===== config.mk =====
export PLATFORM = sky130hd
export DESIGN_NAME = vcve2_vload_wb_seq
export DESIGN_NICKNAME = d
export VERILOG_FILES = /design/src/rtl/vcve2_vload_wb_seq.sv
export SDC_FILE = /design/constraint.sdc
export NUM_CORES = 1
export LEC_CHECK = 0
export ABC_AREA = 1
export ABC_CLOCK_PERIOD_IN_PS = 3500
export CAP_MARGIN = 5
export CORE_ASPECT_RATIO = 0.8
export CORE_MARGIN = 3
export CORE_UTILIZATION = 50
export DETAILED_ROUTE_END_ITERATION = 10
export PLACE_DENSITY_LB_ADDON = 0.05
export SETUP_SLACK_MARGIN = 0.15
export SKIP_CTS_REPAIR_TIMING = 1
export SYNTH_ARGS = -nofsm -noshare
export SYNTH_HDL_FRONTEND = slang
export SYNTH_SLANG_ARGS = --single-unit

===== constraint.sdc =====
create_clock -name clk_i -period 3.5 [get_ports clk_i]
set_input_delay 0.7 -clock clk_i [delete_from_list [all_inputs] [get_ports clk_i]]
set_output_delay 0.7 -clock clk_i [all_outputs]
set_load 0.01 [all_outputs]

===== src/rtl/vcve2_vload_wb_seq.sv =====
// ---------------------------------------------------------------------------
// vcve2_vload_wb_seq
//
// Vector-load writeback sequencer. It sits in front of the writeback stage's
// vector write port. It buffers 32-bit load response beats from the LSU in a
// small FIFO and turns them into sequential VRF word writes, starting at the
// destination register. ID-stage vector writes always win the port. When the
// load is finished, a completion pulse with an error flag goes to the
// controller.
//
// Ports:
//   clk_i, rst_i          clock, synchronous active-high reset
//   start_i               one-cycle pulse when a vector load is issued
//   vd_i, nbeats_i        destination register and beat count, sampled on start_i
//   busy_o                operation in progress
//   done_o, err_o         one-cycle completion pulse; err_o is qualified by done_o
//   lsu_resp_valid_i      LSU beat valid
//   lsu_resp_err_i        LSU beat carries a bus error
//   lsu_rdata_i           LSU beat data
//   lsu_resp_ready_o      beat accepted when valid and ready are both high
//   vrf_id_we_i           ID stage owns the VRF write port this cycle
//   vrf_we_o              load write request to writeback
//   vrf_waddr_o           VRF word address
//   vrf_wdata_o           VRF write data
// ---------------------------------------------------------------------------
module vcve2_vload_wb_seq #(
    parameter int VLEN       = 128,
    parameter int MAX_BEATS  = 32,
    parameter int FIFO_DEPTH = 4,
    localparam int CW        = $clog2(MAX_BEATS + 1),
    localparam int AW        = 5 + $clog2(VLEN / 32)
) (
    input  logic          clk_i,
    input  logic          rst_i,
    input  logic          start_i,
    input  logic [4:0]    vd_i,
    input  logic [CW-1:0] nbeats_i,
    output logic          busy_o,
    output logic          done_o,
    output logic          err_o,
    input  logic          lsu_resp_valid_i,
    input  logic          lsu_resp_err_i,
    input  logic [31:0]   lsu_rdata_i,
    output logic          lsu_resp_ready_o,
    input  logic          vrf_id_we_i,
    output logic          vrf_we_o,
    output logic [AW-1:0] vrf_waddr_o,
    output logic [31:0]   vrf_wdata_o
);

    localparam int PW   = $clog2(FIFO_DEPTH);
    localparam int WOFF = $clog2(VLEN / 32);
    localparam logic [PW:0] FullCount = (PW + 1)'(FIFO_DEPTH);
    localparam logic [PW:0] OneCount  = (PW + 1)'(1);

    typedef enum logic [1:0] {
        IDLE,
        ACTIVE,
        ABORT,
        DONE
    } state_e;

    state_e        state_q, state_d;
    logic [4:0]    vd_q, vd_d;
    logic [CW-1:0] nbeats_q, nbeats_d;
    logic [CW-1:0] rcvCnt_q, rcvCnt_d;
    logic [CW-1:0] wrCnt_q, wrCnt_d;
    logic          errSticky_q, errSticky_d;

    logic [31:0]   fifoMem [FIFO_DEPTH];
    logic [PW-1:0] rdPtr_q, rdPtr_d;
    logic [PW-1:0] wrPtr_q, wrPtr_d;
    logic [PW:0]   count_q, count_d;

    logic          fifoEmpty;
    logic          fifoFull;
    logic          fifoEmptyAfter;
    logic          push;
    logic          pop;
    logic          flush;
    logic          beatAccepted;
    logic [AW-1:0] baseAddr;

    assign fifoEmpty = (count_q == '0);
    assign fifoFull  = (count_q == FullCount);

    // The FIFO is empty after this edge if nothing lands in it and it either
    // was already empty or its last entry is leaving through a write.
    assign fifoEmptyAfter = !push && ((count_q == '0) || ((count_q == OneCount) && pop));

    // The destination register's first word is vd * (VLEN/32); adding wrCnt in
    // the address width lets a group that runs past v31 wrap around to v0.
    assign baseAddr    = AW'(vd_q) << WOFF;
    assign vrf_waddr_o = baseAddr + AW'(wrCnt_q);
    assign vrf_wdata_o = fifoMem[rdPtr_q];

    assign beatAccepted = lsu_resp_valid_i && lsu_resp_ready_o;

    // Main control. IDLE waits for a start, ACTIVE streams beats into the
    // FIFO and writes back, ABORT drains the rest of a failed load without
    // writing, and DONE raises the one-cycle completion pulse. Ready in ACTIVE
    // comes from the full flag as it stands now, so a full FIFO takes no push
    // even when a pop happens in the same cycle. Once every expected beat has
    // arrived, later beats are refused.
    always_comb begin
        state_d          = state_q;
        vd_d             = vd_q;
        nbeats_d         = nbeats_q;
        rcvCnt_d         = rcvCnt_q;
        wrCnt_d          = wrCnt_q;
        errSticky_d      = errSticky_q;
        push             = 1'b0;
        pop              = 1'b0;
        flush            = 1'b0;
        lsu_resp_ready_o = 1'b0;
        vrf_we_o         = 1'b0;
        done_o           = 1'b0;
        err_o            = 1'b0;
        busy_o           = (state_q != IDLE);

        case (state_q)
            IDLE: begin
                if (start_i) begin
                    errSticky_d = 1'b0;
                    if (nbeats_i != '0) begin
                        vd_d     = vd_i;
                        nbeats_d = nbeats_i;
                        rcvCnt_d = '0;
                        wrCnt_d  = '0;
                        flush    = 1'b1;
                        state_d  = ACTIVE;
                    end else begin
                        state_d = DONE;
                    end
                end
            end

            ACTIVE: begin
                lsu_resp_ready_o = !fifoFull && (rcvCnt_q != nbeats_q);
                vrf_we_o         = !fifoEmpty && !vrf_id_we_i;
                pop              = vrf_we_o;
                if (pop) begin
                    wrCnt_d = wrCnt_q + CW'(1);
                end
                if (beatAccepted) begin
                    rcvCnt_d = rcvCnt_q + CW'(1);
                    if (lsu_resp_err_i) begin
                        flush       = 1'b1;
                        errSticky_d = 1'b1;
                        state_d     = (rcvCnt_q + CW'(1) == nbeats_q) ? DONE : ABORT;
                    end else begin
                        push = 1'b1;
                    end
                end
                if (!flush && (wrCnt_d == nbeats_q) && fifoEmptyAfter) begin
                    state_d = DONE;
                end
            end

            ABORT: begin
                lsu_resp_ready_o = (rcvCnt_q != nbeats_q);
                if (beatAccepted) begin
                    rcvCnt_d = rcvCnt_q + CW'(1);
                    if (rcvCnt_q + CW'(1) == nbeats_q) begin
                        state_d = DONE;
                    end
                end
            end

            DONE: begin
                done_o      = 1'b1;
                err_o       = errSticky_q;
                errSticky_d = 1'b0;
                state_d     = IDLE;
            end

            default: begin
                state_d = IDLE;
            end
        endcase
    end

    // FIFO pointer and occupancy bookkeeping. A flush drops every entry at
    // once, and it takes precedence over a push or pop in the same cycle.
    always_comb begin
        rdPtr_d = rdPtr_q;
        wrPtr_d = wrPtr_q;
        count_d = count_q;
        if (flush) begin
            rdPtr_d = '0;
            wrPtr_d = '0;
            count_d = '0;
        end else begin
            if (push) begin
                wrPtr_d = wrPtr_q + PW'(1);
            end
            if (pop) begin
                rdPtr_d = rdPtr_q + PW'(1);
            end
            count_d = count_q + (PW + 1)'(push) - (PW + 1)'(pop);
        end
    end

    // State and bookkeeping registers. Reset puts everything back to an empty
    // idle sequencer, which also throws away any beats still buffered.
    always_ff @(posedge clk_i) begin
        if (rst_i) begin
            state_q     <= IDLE;
            vd_q        <= '0;
            nbeats_q    <= '0;
            rcvCnt_q    <= '0;
            wrCnt_q     <= '0;
            errSticky_q <= 1'b0;
            rdPtr_q     <= '0;
            wrPtr_q     <= '0;
            count_q     <= '0;
        end else begin
            state_q     <= state_d;
            vd_q        <= vd_d;
            nbeats_q    <= nbeats_d;
            rcvCnt_q    <= rcvCnt_d;
            wrCnt_q     <= wrCnt_d;
            errSticky_q <= errSticky_d;
            rdPtr_q     <= rdPtr_d;
            wrPtr_q     <= wrPtr_d;
            count_q     <= count_d;
        end
    end

    // FIFO storage. It has no reset because the occupancy count alone decides
    // which entries are valid.
    always_ff @(posedge clk_i) begin
        if (push) begin
            fifoMem[wrPtr_q] <= lsu_rdata_i;
        end
    end

endmodule


==> impl_metrics.ini <==
[outcome]
status = finished clean

[yosys]
async_flop_share = 0
ys_top_cells_by_count = edfxtp_1 (128), nor2_1 (109), o21ai_0 (84), nand2_1 (76), inv_1 (51)
synth_cell_types = 36
synthMuxAreaShare = 0
synthSimpleGateAreaFrac = 0.1430
synth_edf_count = 128
synthAdderAreaFrac = 0.03407
synth.most_common_cell = edfxtp_1
syn_area_um2 = 7051
ys_seq_elements = 163
synth-warning-count = 0
synth.net_count = 722
syn_area_per_cell_um2 = 10.76
yosys.area.top_type_share = 0.5452
synth_xor_area_frac = 0.01615
yosysSeqAreaShare = 0.6445
synth_area_leader_cell = edfxtp_1
synth_ff_type = edfxtp_1
synth.area.top_cells = edfxtp_1 (55%), dfxtp_1 (9.9%), o21ai_0 (6.0%)
synth_compound_area_frac = 0.1169
synthCells = 655
synth_top_family_by_area = simple AND/OR/NAND/NOR gates

[sta]
clock_skew_ns = 0.008440
worst_pin_slew_ns = 0.4999
setup_viol = 0
fmax_mhz = 321.8
maxSlewViolCount = 0
min_period_ns = 3.107
rsz0062_at_grt = no
finalSetupTns_ns = 0
fin_crit_sh = 0.8878
relSlewSlack = 0.6668
hold_viol = 0

[detailed_routing]
vias_per_cell = 5.392
wl_met1_mm = 7.466
antenna_left = 0
num_vias = 5085
drc = 0
met2_length_mm = 7.197
route.detailed.wl_per_inst_um = 16.79
finalWirelength_mm = 15.83
drt-initial-drc-count = 397
wl_met3_um = 986
highest_layer = met4
drtPass1Iterations = 6

[critical_path]
crit_buf_inv = 2
arrival_ns = 2.41
cp_cell_sequence = inv_1 -> fa_1 -> o21ai_0 -> xor2_1 -> clkdlybuf4s50_1
end_kind = output pin
critPathMaxStageDelay_ns = 0.54
required_ns = 2.80
crit_family = buffers and inverters
path_class = reg -> out
crit_fanout = 7
r2r_slack_ns = 0.70
crit_path_top_delay_cell = clkdlybuf4s50_1
cp-start-kind = flip-flop

[placed_design]
place_congestion = 0.8181
placed_area_um2 = 8235
placed_cells = 911
numPortBuffers = 92
hpwl_mm = 9.989

[floorplanning]
die_area_um2 = 15570
die-height_um = 112.2
io_pins = 93
die_w_um = 138.8
rows = 38
start_util = 0.5149
core_area_um2 = 13690

[layout]
instances_no_fill = 943
postLayoutCellArea_um2 = 8803
finalNetCount = 817
layout-drive-gt1-share = 0.08257
area_growth_pct = 24.86
antenna_cells = 0
nFillCells = 1082

[grt]
grt_overflow_total = 0
grt_antenna_before_repair = 0
grt_usage = 0.2081
grt_pass1_vias = 4804
grt_max_degree = 49
grt_pass1_wl_mm = 25.21

[clock_tree]
cts_sinks = 163
cts_made_buffers = 17
cts_buffer_depth = 2
cts_tree = yes
clk_latency_ns = 0.42
htree_num_levels = 4
path_clk_slew_ns = 0.06
cts-root-buf = clkbuf_16

[power]
p_leak_nw = 3.171
power.density_nw_per_um2 = 534.2
worst_ir_drop_vdd_mv = 0.3628
fin_total_pwr_mw = 4.703

[worst_hold_path]
hp-class = reg -> reg

[flow_run]
cap_violations = 0
==> worst paths after layout <==
check                           cells after the start        start        endpoint
worst max register to register                     13   state_q[1]      count_q[2]
worst min register to register                      2  errSticky_q     errSticky_q
worst max-delay path                                5   wrCnt_q[3]  vrf_waddr_o[6]
worst min-delay path                                2  errSticky_q     errSticky_q
==> cell usage in the layout (no fill, tap or decap), types with 2 or more instances in the layout <==
cell and n:
nand2_4 2, nand2_2 7, buf_12 3, xor2_1 7, clkinv_4 3, a21oi_1 18, clkinvlp_4 3, nor3b_1 4
inv_1 51, a32oi_1 3, clkbuf_16 17, a211oi_1 4, ha_1 16, nand2_1 76, o22ai_1 32, a21oi_2 2
edfxtp_1 128, dfxtp_1 33, o21ai_0 84, buf_4 9, clkinv_1 6, nand4_1 3, nand3_1 24, a21oi_4 2
fa_1 2, nor2_1 105, xnor2_1 6, nor2_4 5, clkdlybuf4s50_1 92, nor3_1 2, bufinv_16 2, dfxtp_2 2
==> cell type report <==
type,instances,area (µm²),area share
inverters,53,198.9,0.02260
clock buffers,17,425.4,0.04832
flip-flops and latches,163,4547,0.5165
multi-input cells,411,2217,0.2518
repair buffers,104,1049,0.1191
well taps,180,225.2,0.02558
clock inverters,15,141.4,0.01606
==> report_power, final <==
part	internal, mW	switching [mW]	leakage [nW]	total, mW
registers	2.15	0.0586	1.44	2.21
logic	0.289	0.432	1.47	0.720
clock network	1.04	0.735	0.267	1.78
total	3.48	1.23	3.17	4.70
==> cells by family after synthesis <==
kind of cell	Yosys count
AND/OR/NAND/NOR	234
flip-flops	163
AO/OA/AOI/OAI	146
buffers and inverters	81
adder cells (fa/ha/maj)	18
XOR/XNOR	13
==> registers in the layout (all words and copies together) (netlist names), named ones only <==
name / cells
fifoMem: 128
nbeats_q: 6
rcvCnt_q: 6
wrCnt_q: 6
vd_q: 5
count_q: 3
rdPtr_q: 2
state_q: 2
wrPtr_q: 2
errSticky_q: 1
==> layer usage <==
| layer | global-route usage | vias up |
|---|---|---|
| met1 | 0.3040 | 2422 |
| met2 | 0.3132 | 171 |
| li1 | - | 2476 |
| met5 | 0 | - |
| met3 | 0.05366 | 16 |
| met4 | 0.05606 | 0 |
==> metrics by stage <==
step | hold WS, ns | setup WS, ns | util
4_1_cts | 0.5003 | 0.2801 | 0.6428
3_5_place_dp | 0.4865 | 0.4170 | 0.6014
6_report | 0.4941 | 0.3927 | 0.6429
5_1_grt | 0.5281 | 0.1944 | 0.6429
2_1_floorplan | 0.4544 | 0.2846 | -
3_3_place_gp | 0.4771 | 0.4703 | 0.6014
==> worst min-delay path, cell delays in order, from the launching register on <==
cell	delay, ns
dfxtp_1	0.32
a21oi_1	0.06
nor2_1	0.07
Note: power is estimated with default switching activity, not from simulation.
